--- src/rtl/rr_quantum_arbiter.sv ---
// rtl/rr_quantum_arbiter.sv - four-way round-robin arbiter with per-grant time quantum
module rr_quantum_arbiter #(
  parameter int NREQ    = 4,
  parameter int QUANTUM = 8,
  parameter int CW      = 4
) (
  input  logic            clock,
  input  logic            reset,
  input  logic [NREQ-1:0] req,
  output logic [NREQ-1:0] gnt,
  output logic [1:0]      gnt_id,
  output logic            busy,
  output logic            expired
);

  typedef enum logic {
    S_IDLE  = 1'b0,
    S_GRANT = 1'b1
  } state_t;

  state_t          state_q, state_d;
  logic [1:0]      owner_q, owner_d;
  logic [CW-1:0]   cnt_q, cnt_d;
  logic [1:0]      last_q, last_d;
  logic [NREQ-1:0] gnt_q, gnt_d;
  logic [1:0]      gnt_id_q, gnt_id_d;
  logic            busy_q, busy_d;
  logic            expired_q, expired_d;

  logic [NREQ-1:0] own_oh;
  logic [NREQ-1:0] others;

  // First set bit of v searching p+1, p+2, p+3, p (mod 4); the descending
  // loop lets the nearest candidate overwrite farther ones.
  function automatic logic [1:0] pick(input logic [NREQ-1:0] v, input logic [1:0] p);
    logic [1:0] idx;
    logic [1:0] win;
    win = p;
    for (int k = 4; k >= 1; k--) begin
      idx = p + 2'(k);
      if (v[idx]) win = idx;
    end
    return win;
  endfunction

  assign own_oh = NREQ'(1) << owner_q;
  assign others = req & ~own_oh;

  // Next-state: grant selection, hand-off, quantum pre-emption and output image
  always_comb begin
    state_d   = state_q;
    owner_d   = owner_q;
    cnt_d     = cnt_q;
    last_d    = last_q;
    expired_d = 1'b0;
    case (state_q)
      S_IDLE: begin
        if (req != '0) begin
          state_d = S_GRANT;
          owner_d = pick(req, last_q);
          cnt_d   = CW'(1);
        end
      end
      S_GRANT: begin
        if (!req[owner_q]) begin
          // Owner released: hand straight to the next waiter, or go idle
          last_d = owner_q;
          if (others != '0) begin
            owner_d = pick(others, owner_q);
            cnt_d   = CW'(1);
          end else begin
            state_d = S_IDLE;
            cnt_d   = '0;
          end
        end else if ((cnt_q >= CW'(QUANTUM)) && (others != '0)) begin
          // Quantum used up while someone else waits: rotate
          last_d    = owner_q;
          owner_d   = pick(others, owner_q);
          cnt_d     = CW'(1);
          expired_d = 1'b1;
        end else if (cnt_q < CW'(QUANTUM)) begin
          cnt_d = cnt_q + CW'(1);
        end
      end
      default: state_d = S_IDLE;
    endcase
    gnt_d    = (state_d == S_GRANT) ? (NREQ'(1) << owner_d) : '0;
    gnt_id_d = (state_d == S_GRANT) ? owner_d : 2'd0;
    busy_d   = (state_d == S_GRANT);
  end

  // State and registered outputs; last=3 so requester 0 wins first after reset
  always_ff @(posedge clock or negedge reset) begin
    if (!reset) begin
      state_q   <= S_IDLE;
      owner_q   <= 2'd0;
      cnt_q     <= '0;
      last_q    <= 2'd3;
      gnt_q     <= '0;
      gnt_id_q  <= 2'd0;
      busy_q    <= 1'b0;
      expired_q <= 1'b0;
    end else begin
      state_q   <= state_d;
      owner_q   <= owner_d;
      cnt_q     <= cnt_d;
      last_q    <= last_d;
      gnt_q     <= gnt_d;
      gnt_id_q  <= gnt_id_d;
      busy_q    <= busy_d;
      expired_q <= expired_d;
    end
  end

  assign gnt     = gnt_q;
  assign gnt_id  = gnt_id_q;
  assign busy    = busy_q;
  assign expired = expired_q;

endmodule

--- config.mk ---
export PLATFORM = sky130hd
export DESIGN_NAME = rr_quantum_arbiter
export DESIGN_NICKNAME = d
export VERILOG_FILES = /design/src/rtl/rr_quantum_arbiter.sv
export SDC_FILE = /design/constraint.sdc
export NUM_CORES = 1
export LEC_CHECK = 0
export CORE_ASPECT_RATIO = 0.7
export CORE_UTILIZATION = 63
export DETAILED_ROUTE_END_ITERATION = 10
export DONT_BUFFER_PORTS = 1
export PLACE_DENSITY_LB_ADDON = 0.1
export SYNTH_ARGS = -nofsm -noshare
export SYNTH_HDL_FRONTEND = slang
export SYNTH_SLANG_ARGS = --single-unit
--- constraint.sdc ---
create_clock -name clock -period 3.6 [get_ports clock]
set_input_delay 0.54 -clock clock [delete_from_list [all_inputs] [get_ports clock]]
set_output_delay 0.54 -clock clock [all_outputs]
set_load 0.005 [all_outputs]
# Word level (Yosys, flattened, before mapping)
# Index checks and enable logic that the tools add are counted.
# Widths: inputs -> output; s select.
word_totals:
  register_bits: 16
  word_cells: 78
op_classes:
  bitwise_logic: 3
  n_lt_le_gt_ge: 9
  n_reduce_logical: 5
  shifts: 2
  muxes: 42
  addsub: 7
  eq_ne: 3
op_table:
  columns: ["cell", "n"]
  rows:
  - ["$mux 2", 13]
  - ["$lt 2x3->1 const B", 7]
  - ["$mux 4", 5]
  - ["$bmux 1 s2", 7]
  - ["$mux 1", 14]
  - ["$add 2x2->2 const B", 4]
  - ["$pmux 4 s2", 1]
  - ["$reduce_bool 4->1", 2]
  - ["$shl 1x2->4 const A", 2]
  - ["$add 2x1->2 const B", 2]
  - ["$add 4x1->4 const B", 1]
  - ["$and 4x4->4", 1]
  - ["$ge 4x4->1 const B", 1]
  - ["$lt 4x4->1 const B", 1]
  - ["$ne 4x2->1 const B", 1]
  - ["$not 4->4", 1]
  - ["$pmux 2 s2", 1]
  - ["$reduce_and 2->1", 2]
  - ["$ne 2x1->1 const B", 1]
  - ["$ne 2x2->1 const B", 1]
  - ["$pmux 1 s2", 1]
  - ["$logic_and 1x1->1", 1]
  - ["$not 1->1", 1]

# Depth between registers and ports, before layout
# Gate-level depths: netlist of run 1.
depth:
  word_depth: 13
  mapped_depth: 8

# Worst setup path after synthesis of run 1
# No wires, ideal clock.
synth_path:
  path_type: "reg2reg"
  start: "register owner_q[0]"
  end: "register gnt_q[1], in the netlist gnt[1]"
  arrival_ns: 1.999
  setup_time_ns: 0.120
  path_stages_with_launch: 9
  setup_slack_ns: 1.480
  n_path_buf: 1
  cell_sequence: "dfrtp_1 buf_4 inv_1 ha_1 nand2b_2 mux4_2 a21oi_2 o221ai_2 nor3b_2"
synth_between:
  elab_chain_cells: 13
synth_lines:
  columns: ["element", "line", "text"]
  rows:
  - ["start, declared", "22", "logic [1:0] owner_q, owner_d;"]
  - ["start signal, assigned", "105", "owner_q <= owner_d;"]
  - ["branches (longest 10 deep; another with $add 2x2->2)", null, null]
  - ["$pmux 2 s2 *", "56", "case (state_q)"]
  - ["via owner_d[0]", "22", null]
  - ["$shl 1x2->4 *", "87", "gnt_d = (state_d == S_GRANT) ? (NREQ'(1) << owner_d) : '0;"]
  - ["$mux 4 *", "87", null]
  - ["via gnt_d[1]", "25", "logic [NREQ-1:0] gnt_q, gnt_d;"]
  - ["end signal, assigned", "108", "gnt_q <= gnt_d;"]
  - ["end, declared", "25", null]
# Mark *: on every way through the listed nets, which the timed path passes. The select of a mux whose other input is x is not followed.
# A chain may end at the register's enable or synchronous reset.

# Worst setup path after layout of run 1
# Same ends and word-level chain as after synthesis.

==> results of run 1 <==
## cells by family after synthesis
kind of cell	count (synthesis)	share of synthesized area (%)
AOI/OAI and AO/OA	40	22.8
and+or+nand+nor	35	19.3
DFF	16	33.9
buffers and inverters	12	5.06
muxes	11	12.6
adders and majority gates	6	6.32
## flip-flops by register name (all words and copies together) (netlist names)
signal   cells
cnt_q        4
gnt          4
gnt_id       2
last_q       2
owner_q      2
busy         1
expired      1
## worst max-delay path, cell delays in order, from the launching register on
cell      delay, ns
dfrtp_1        0.60
inv_1          0.25
ha_1           0.30
nand2b_2       0.21
mux4_2         0.49
a21oi_2        0.16
o221ai_2       0.17
nor3b_2        0.20
## cells in the mapped netlist (all sizes together) (2+ instances only)
master,instances
ha,6
dfrtp,14
dfstp,2
a21oi,9
o211ai,2
nor3,4
and2b,2
clkbuf,2
nand2,7
nor4,2
buf,3
o221ai,3
mux2,2
nor2,4
nand2b,6
o21ai,13
mux2i,6
o22ai,2
and2,2
inv,7
nand4,2
mux4,3
nor2b,3
## stage by stage
stage	total power, mW	hold slack, ns	cell area (µm²)	setup WS [ns]	std cells
finish	1.09	0.0820	1230	1.11	141
global route	1.17	0.0662	1230	0.915	141
CTS	1.08	0.0782	1230	1.12	141
detailed placement	0.958	0.245	1180	1.15	136
global placement	0.945	0.245	1180	1.22	136
floorplan	0.854	0.244	1190	1.48	120
## layout by cell type, fill, tap and decap left out, drive strengths merged, types with 2 or more instances in the layout
cell	instances
inv	7
ha	6
mux2	2
nor4	2
dfrtp	14
and2	2
o21ai	13
clkbuf	4
nand2b	6
a21oi	9
nor3	4
nand4	2
mux2i	6
nand2	7
o221ai	3
o22ai	2
and2b	2
mux4	3
nor2	4
dfstp	2
nor2b	3
o211ai	2
## per-layer routing
layer	wire length, µm	GRT usage [%]	vias up	share of wire, %
met5	0	0	-	0
met4	6	4.61	0	0.23
met3	240	12.7	2	9.4
met2	1060	41.0	44	42
met1	1250	46.3	457	49
li1	-	-	452	-
## timing repair
item,CTS,global route
hold buffers,1,0
setup endpoints to repair,0,0
endpoints found under the hold margin,14,0
## power groups by stage
stage | logic, mW | clock network, mW | registers [mW]
6_report | 0.611 | 0.119 | 0.360
3_3_place_gp | 0.584 | 0 | 0.361
2_1_floorplan | 0.544 | 0 | 0.310
4_1_cts | 0.604 | 0.120 | 0.361
5_1_grt | 0.672 | 0.127 | 0.375
3_5_place_dp | 0.593 | 0 | 0.365
## worst paths after layout
kind,to,slack [ns]
worst min register to register,last_q[0],0.56
worst max register to register,gnt[1],1.11
max in group asynchronous,owner_q[1],2.51
min in group clock,last_q[0],0.56
worst min-delay path,last_q[0],0.08
worst max-delay path,gnt[1],1.11
## layout make-up
class / count / area share [%]
Multi-Input combinational cell: 92 / 59.1
Sequential cell: 16 / 32.9
Clock buffer: 4 / 2.96
Inverter: 7 / 2.14
Tap cell: 21 / 2.14
Timing Repair Buffer: 1 / 0.816
==> metrics.txt, run 1 <==
Routed Antenna Nets=0; fin util=approximately three quarters; Post-synth top flop=dfrtp_1; net count after synthesis=between 100 and 150; switching power=about 480 µW; fraction of layout instances using a drive strength above 1=18.3%; Critical Path End Type=register; peak supply drop=about 0.62 mV; Ys Warns=0; Vias=955; Clock Sinks=16; initial antenna violation count=0; area delta synth->final=3.27%; die width=around 54 µm; Worst-Margin Slew=0.621 ns; period utilization=roughly 69%; RSZ-0062 raised after global routing=no; worst-skew pair later-pin latency=slightly below 0.3 ns; # resized after CTS=0; Layout Nets=between 100 and 150; DRC=0; mapped cell area=approximately 1200 µm²; Initial Util=between 70% and 80%; startpoint types=register; Post-Synthesis Cells=between 100 and 150; final wirelength=2560 µm; largest net degree at the start of global routing=15; fill count=between 100 and 150; maxcap violations=0; post-synth top area cell=dfrtp_1; post-synthesis register bit count=16; min-delay worst type=in -> async; CP Class=reg -> reg; final setup TNS=0 ns; CTS clk-pin slew, worst paths=0.09 ns; Row Count=12; GPL Wtd Cong=0.926; global-route wire length before repair=approximately 4300 µm; area of the multi-input gates=724 µm²; Slew HR=about three fifths; number of buffers created by CTS=3; Top Ports=14; Final setup viols=0; clk buf depth=2; Clock Power Share=10.9%; post-DP HPWL=roughly 1800 µm; number of synthesized flops with an enable pin=0; total gr overflow=0; Seq/Total Area, Yosys=33.9%; CTS Root Cell=clkbuf_4; Final Hold Fails=0; 1st-pass router iterations=4; Yosys cell types=between 40 and 50; power share of the sequential group=~33%; Storage cell area=about 400 µm²; via/cell ratio=~6.8; crit path from=owner_q[0]; Worst Skew=0.00332 ns; Die Y=roughly 38 µm; Sw Ratio=44.5%; asr flop ratio synth=100%; Total GRT Usage=between 30% and 40%; Power Internal=around 610 µW; max-slew violations=0; P_leak=0.512 nW; Core Region=1670 µm²; Die Area=2070 µm²; Ant. Diodes=0; CTS H-Tree Depth=1; Worst R2R Start=owner_q[0]; top cell type's share of synthesized area=29.5%; WL/cell=18.1 µm; critical path peak fanout=11; Starting DRT DRC Count=45; CTS tree=done; Reg2Reg Depth=7; fmax=0.402 GHz; fin crit period=about 2.5 ns; syn avg cell area=around 9.9 µm²; status=finished, final reports clean; Logic pwr share=a little under three fifths; PortBufs=0; pwr dens=slightly below 900 nW/µm²; Worst Path Arrival=roughly 2.7 ns; number of global-route vias before repair=862; synth top area cells=dfrtp_1 (30%), ha_1 (6.3%), mux4_2 (5.7%), mux2i_1 (5.1%), dfstp_2 (4.4%); Worst EP required=between 3 and 4 ns; post-CTS setup buffers=0
(Power assumes the default switching activity.)
==> run 2, diff against run 1 <==
--- a/config.mk
+++ b/config.mk
@@ -6,7 +6,7 @@
 export NUM_CORES = 1
 export LEC_CHECK = 0
 export CORE_ASPECT_RATIO = 0.7
-export CORE_UTILIZATION = 63
+export CORE_UTILIZATION = 62
 export DETAILED_ROUTE_END_ITERATION = 10
 export DONT_BUFFER_PORTS = 1
 export PLACE_DENSITY_LB_ADDON = 0.1
==> constraint.sdc (replaced) <==
create_clock -name clock -period 2.44 [get_ports clock]
set_input_delay 0.366 -clock clock [delete_from_list [all_inputs] [get_ports clock]]
set_output_delay 0.366 -clock clock [all_outputs]
set_load 0.005 [all_outputs]
==> run 2 against run 1 <==
  * Final cell count increased by 3.5%
  * Sequential share of layout area shrank 0.85 points
  * Clock skew decreased by 0.00067 ns
==> metrics.txt, run 2 (same netlist as run 1, synthesis figures left out) <==
post-CTS setup buffers=0 (unchanged); fraction of layout instances using a drive strength above 1=21.0% (+2.6 points); DRC=0 (unchanged); post-route insts no fill=146 (+3.5%); 1st-pass router iterations=4 (unchanged); final setup TNS=0 ns (unchanged); reg2reg setup slack=0.20 ns (-0.92 ns); CP Cell Sequence=inv_1 > ha_1 > nand2b_2 > mux4_2 > a21oi_2 > o221ai_2 > a21boi_1; worst-skew pair later-pin latency=0.29 ns (about the same); Reg2Reg Depth=7 (unchanged); fin crit period=2.24 ns (-0.242 ns); total gr overflow=0 (unchanged); met3 Resource Use GR=8.24% (-4.5 points); commonest non-fill, non-tap cell in the layout=dfrtp_1; Worst Path Arrival=2.41 ns (-0.26 ns); CTS clk-pin slew, worst paths=0.09 ns (about the same); Die Y=38.6 µm (+0.77%); number of buffers created by CTS=3 (unchanged); Initial Util=70.6% (-0.64 points); startpoint types=register; P_leak=0.532 nW (+3.9%); most frequent cells in the layout=dfrtp_1 (14), o21ai_0 (9), nand2_1 (7), a21oi_1 (7); Worst-Margin Slew=0.708 ns (+0.0862 ns); final wirelength=2750 µm (+7.5%); post-DP HPWL=2050 µm (+11%); CTS Root Cell=clkbuf_4; global-route wire length before repair=4630 µm (+7.7%); number of global-route vias before repair=970 (+13%); max-slew violations=0 (unchanged); Layout Nets=137 (+3.0%); Row Count=12 (unchanged); fill count=129 (+1.6%); die width=54.3 µm (+0.77%); Final Hold Fails=0 (unchanged); Worst Hold End=gnt_id[1]; Final setup viols=0 (unchanged); min-delay worst type=in -> reg; Worst EP required=2.61 ns (-1.17 ns); worst slack at placement=0.216 ns (-0.931 ns); Clock Sinks=16 (unchanged); largest net degree at the start of global routing=17 (+2); via/cell ratio=6.90 (+1.9%); area delta synth->final=6.01%; CTS tree=done; Reg2Reg Capture Point=gnt[3]; CTS H-Tree Depth=1 (unchanged); period utilization=92.0% (+23 points); Worst Skew=0.00265 ns (-0.000667 ns); hold_sp=req[2]; critical path peak fanout=7 (-4); Largest delay share family, worst path=multiplexers; setup ws final=0.195 ns (-0.918 ns); Vias=1008 (+5.5%); Critical Path End Type=register; PortBufs=0 (unchanged); DP Cell Count=140 (+2.9%); hold depth=3; initial antenna violation count=0 (unchanged); fmax=0.445 GHz (+11%); critical path's largest stage delay=0.49 ns (-0.11 ns); M2 GR Usage=50.0% (+9.0 points); Routed Antenna Nets=0 (unchanged); # resized after CTS=0 (unchanged); GPL Wtd Cong=0.909 (-1.8%); Total GRT Usage=32.8% (+2.0 points); GRT busiest layer=met2; CP Class=reg -> reg; Top Ports=14 (unchanged); Slew HR=52.7% (-5.6 points); crit path buf inv count=1 (unchanged); Starting DRT DRC Count=36 (-20%); WL/cell=18.8 µm (+3.8%); met1 Use GR=46.7% (+0.39 points); Die Area=2100 µm² (+1.5%); clk buf depth=2 (unchanged); peak supply drop=0.960 mV (+56%); pwr dens=1320 nW/µm² (+49%); RSZ-0062 raised after global routing=no; status=finished, final reports clean; Core Region=1680 µm² (+0.90%); maxcap violations=0 (unchanged); slowest cell on the critical path=mux4_2; Worst R2R Start=owner_q[0]
[run 2: how the worst max path moves through the flow]
stage | start | endpoint | depth (start not counted)
6_report | owner_q[0] | gnt[3] | 7
5_1_grt | owner_q[0] | gnt[3] | 7
4_1_cts | owner_q[0] | gnt[3] | 7
3_5_place_dp | owner_q[0] | gnt[3] | 7
3_3_place_gp | owner_q[0] | gnt[1] | 7
2_1_floorplan | owner_q[0] | gnt[1] | 8
[run 2: per-stage QoR]
stage	hold WS, ns	util [%]	cell area, µm²	power [mW]
2_1_floorplan	0.0704	-	1190	1.26
3_3_place_gp	0.0707	71.9	1210	1.43
3_5_place_dp	0.0707	71.9	1210	1.47
4_1_cts	0.449	74.7	1260	1.65
5_1_grt	0.501	74.7	1260	1.78
6_report	0.472	74.9	1260	1.66
[run 2: timing repair]
item / CTS / global route
hold buffers: 1 / 0
hold endpoints to repair: 16 / 0
endpoints found under the setup margin: 0 / 0
[run 2: layout make-up]
type,instances,area (µm²),area share (%)
multi-input combinational,92,724,57.6
sequential,16,403,32.0
timing repair buffer,5,40.0,3.18
clock buffer,4,36.3,2.88
inverter,7,26.3,2.09
tap,21,26.3,2.09
antenna,1,2.50,0.199
[run 2: tightest hold or removal path: cells and delay by family]
kind / cells / cell delay, ns
compound gates: 1 / 0.23
simple gates: 2 / 0.12
[run 2: where the power goes]
part	switching, mW	leakage (nW)	internal, mW
Clock	0.0865	0.0210	0.0911
Sequential	0.112	0.196	0.388
Combinational	0.532	0.315	0.453
[run 2: metal layers]
metal	up-vias	share of wire, %
met4	0	1.1
met2	52	47
li1	462	-
met5	-	0
met3	8	7.1
met1	486	45
==> run 3, diff against run 2 <==
--- a/config.mk
+++ b/config.mk
@@ -9,6 +9,7 @@
 export CORE_UTILIZATION = 62
 export DETAILED_ROUTE_END_ITERATION = 10
 export DONT_BUFFER_PORTS = 1
+export GPL_ROUTABILITY_DRIVEN = 0
 export PLACE_DENSITY_LB_ADDON = 0.1
 export SYNTH_ARGS = -nofsm -noshare
 export SYNTH_HDL_FRONTEND = slang
==> run 3 against run 2 <==
  * Worst setup slack better by 0.0094 ns
  * Register-to-register slack is essentially flat
  * Cell area shrank 0.20%
  * Routed wire length decreased by 7.3%
  * Die area did not move
  * Critical path depth stayed put
  * Final cell count fell by 0.68%
  * Sequential power about the same
  * Largest cell class unchanged
  * Largest power group unchanged
==> metrics.txt, run 3 (same netlist as run 1, synthesis figures left out) <==
CTS Root Cell=clkbuf_4; Largest delay share family, worst path=compound AO/OA/AOI/OAI gates; WL/cell=17.6 µm (-6.6%); commonest non-fill, non-tap cell in the layout=dfrtp_1; pwr dens=1310 nW/µm² (-0.91%); Row Count=12 (unchanged); most frequent cells in the layout=dfrtp_1 (14), o21ai_0 (9), nand2_1 (7), a21oi_1 (7); setup ws final=0.205 ns (+0.00937 ns); post-CTS setup buffers=0 (unchanged); PortBufs=0 (unchanged); Vias=1006 (-0.20%); Final Hold Fails=0 (unchanged); worst slack at placement=0.228 ns (+0.0121 ns); slowest cell on the critical path=mux4_2; status=finished, final reports clean; Layout Nets=137 (unchanged); area delta synth->final=5.80%; maxcap violations=0 (unchanged); global-route wire length before repair=4250 µm (-8.2%); CTS clk-pin slew, worst paths=0.09 ns (about the same); P_leak=0.532 nW (about the same); area of the multi-input gates=724 µm² (unchanged); Worst Skew=0.000451 ns (-0.00220 ns); Core Region=1680 µm² (unchanged); Die Area=2100 µm² (unchanged); number of buffers created by CTS=3 (unchanged); startpoint types=register; Critical Path End Type=register; clk buf depth=2 (unchanged); Routed Antenna Nets=0 (unchanged); crit path buf inv count=1 (unchanged); Starting DRT DRC Count=44 (+22%); number of global-route vias before repair=886 (-8.7%); final setup TNS=0 ns (unchanged); final wirelength=2550 µm (-7.3%); total gr overflow=0 (unchanged); max-slew violations=0 (unchanged); die width=54.3 µm (unchanged); 1st-pass router iterations=4 (unchanged); min-delay worst type=in -> reg; fmax=0.447 GHz (+0.42%); fill count=124 (-3.9%); Worst Path Arrival=2.39 ns (-0.02 ns); Worst EP required=2.59 ns (-0.02 ns); Top Ports=14 (unchanged); largest net degree at the start of global routing=17 (unchanged); Post-CTS Hold Buffers=1 (unchanged); period utilization=91.6% (-0.38 points); initial antenna violation count=0 (unchanged); critical path's largest stage delay=0.49 ns (about the same); fraction of layout instances using a drive strength above 1=21.0% (unchanged); fin crit period=2.24 ns (-0.00937 ns); # resized after CTS=0 (unchanged); Slew HR=53.2% (+0.56 points); via/cell ratio=6.94 (+0.49%); Total GRT Usage=29.7% (-3.1 points); worst-skew pair later-pin latency=0.28 ns (about the same); Clock Sinks=16 (unchanged); Final setup viols=0 (unchanged); Worst-Margin Slew=0.699 ns (-0.00838 ns); critical path peak fanout=7 (unchanged); CP Class=reg -> reg; reg2reg setup slack=0.20 ns (about the same); Storage cell area=403 µm² (unchanged); Ant. Diodes=0 (-1); Die Y=38.6 µm (unchanged); CTS H-Tree Depth=1 (unchanged); CTS tree=done; DRC=0 (unchanged); peak supply drop=0.902 mV (-6.1%); Initial Util=70.6% (unchanged); RSZ-0062 raised after global routing=no; CP Cell Sequence=inv_1 > ha_1 > nand2b_2 > mux4_2 > a21oi_2 > o221ai_2 > a21boi_1; post-DP HPWL=1970 µm (-3.8%)
## run 3: final timing paths
check / cells after the start / endpoint / start
max reg2reg: 7 / gnt[3] / owner_q[0]
min in group asynchronous: 1 / cnt_q[1] / reset
max: 7 / gnt[3] / owner_q[0]
max in group asynchronous: 1 / gnt_id[1] / reset
min reg2reg: 2 / last_q[0] / last_q[0]
min: 3 / gnt_id[1] / req[2]
## run 3: area by class of cell
cell class,count,area share (%)
timing repair buffer,5,3.19
tap,21,2.09
sequential,16,32.1
clock buffer,4,2.89
inverter,7,2.09
multi-input combinational,92,57.7
## run 3: through the flow
step / hold WS, ns / cell area, µm² / total power [mW] / cells / util [%]
2_1_floorplan: 0.0704 / 1190 / 1.26 / 120 / -
3_5_place_dp: 0.0707 / 1210 / 1.46 / 140 / 71.9
3_3_place_gp: 0.0707 / 1210 / 1.42 / 140 / 71.9
6_report: 0.479 / 1260 / 1.64 / 145 / 74.7
5_1_grt: 0.501 / 1260 / 1.77 / 145 / 74.7
4_1_cts: 0.478 / 1260 / 1.64 / 145 / 74.7
## run 3: worst reg2reg max path: cells and delay by family (launching register included)
family                   cells  cell delay [ns]
buffers and inverters        1             0.14
adder cells (fa/ha/maj)      1             0.26
AND/OR/NAND/NOR              1             0.21
flip-flops                   1             0.47
AO/OA/AOI/OAI                3             0.54
multiplexers                 1             0.49
## run 3: routing by layer
layer	track usage [%]	up-vias	share of wire, %
met1	44.6	503	48
met3	7.45	2	6.5
met5	0	-	0
li1	-	459	-
met2	43.6	42	45
met4	4.49	0	0.24
## run 3: power by group
| group | internal, mW | switching [mW] | leakage [nW] | total [mW] |
|---|---|---|---|---|
| Combinational | 0.452 | 0.524 | 0.315 | 0.976 |
| Sequential | 0.387 | 0.109 | 0.196 | 0.497 |
| Clock | 0.0907 | 0.0810 | 0.0210 | 0.172 |
| Total | 0.930 | 0.715 | 0.532 | 1.64 |
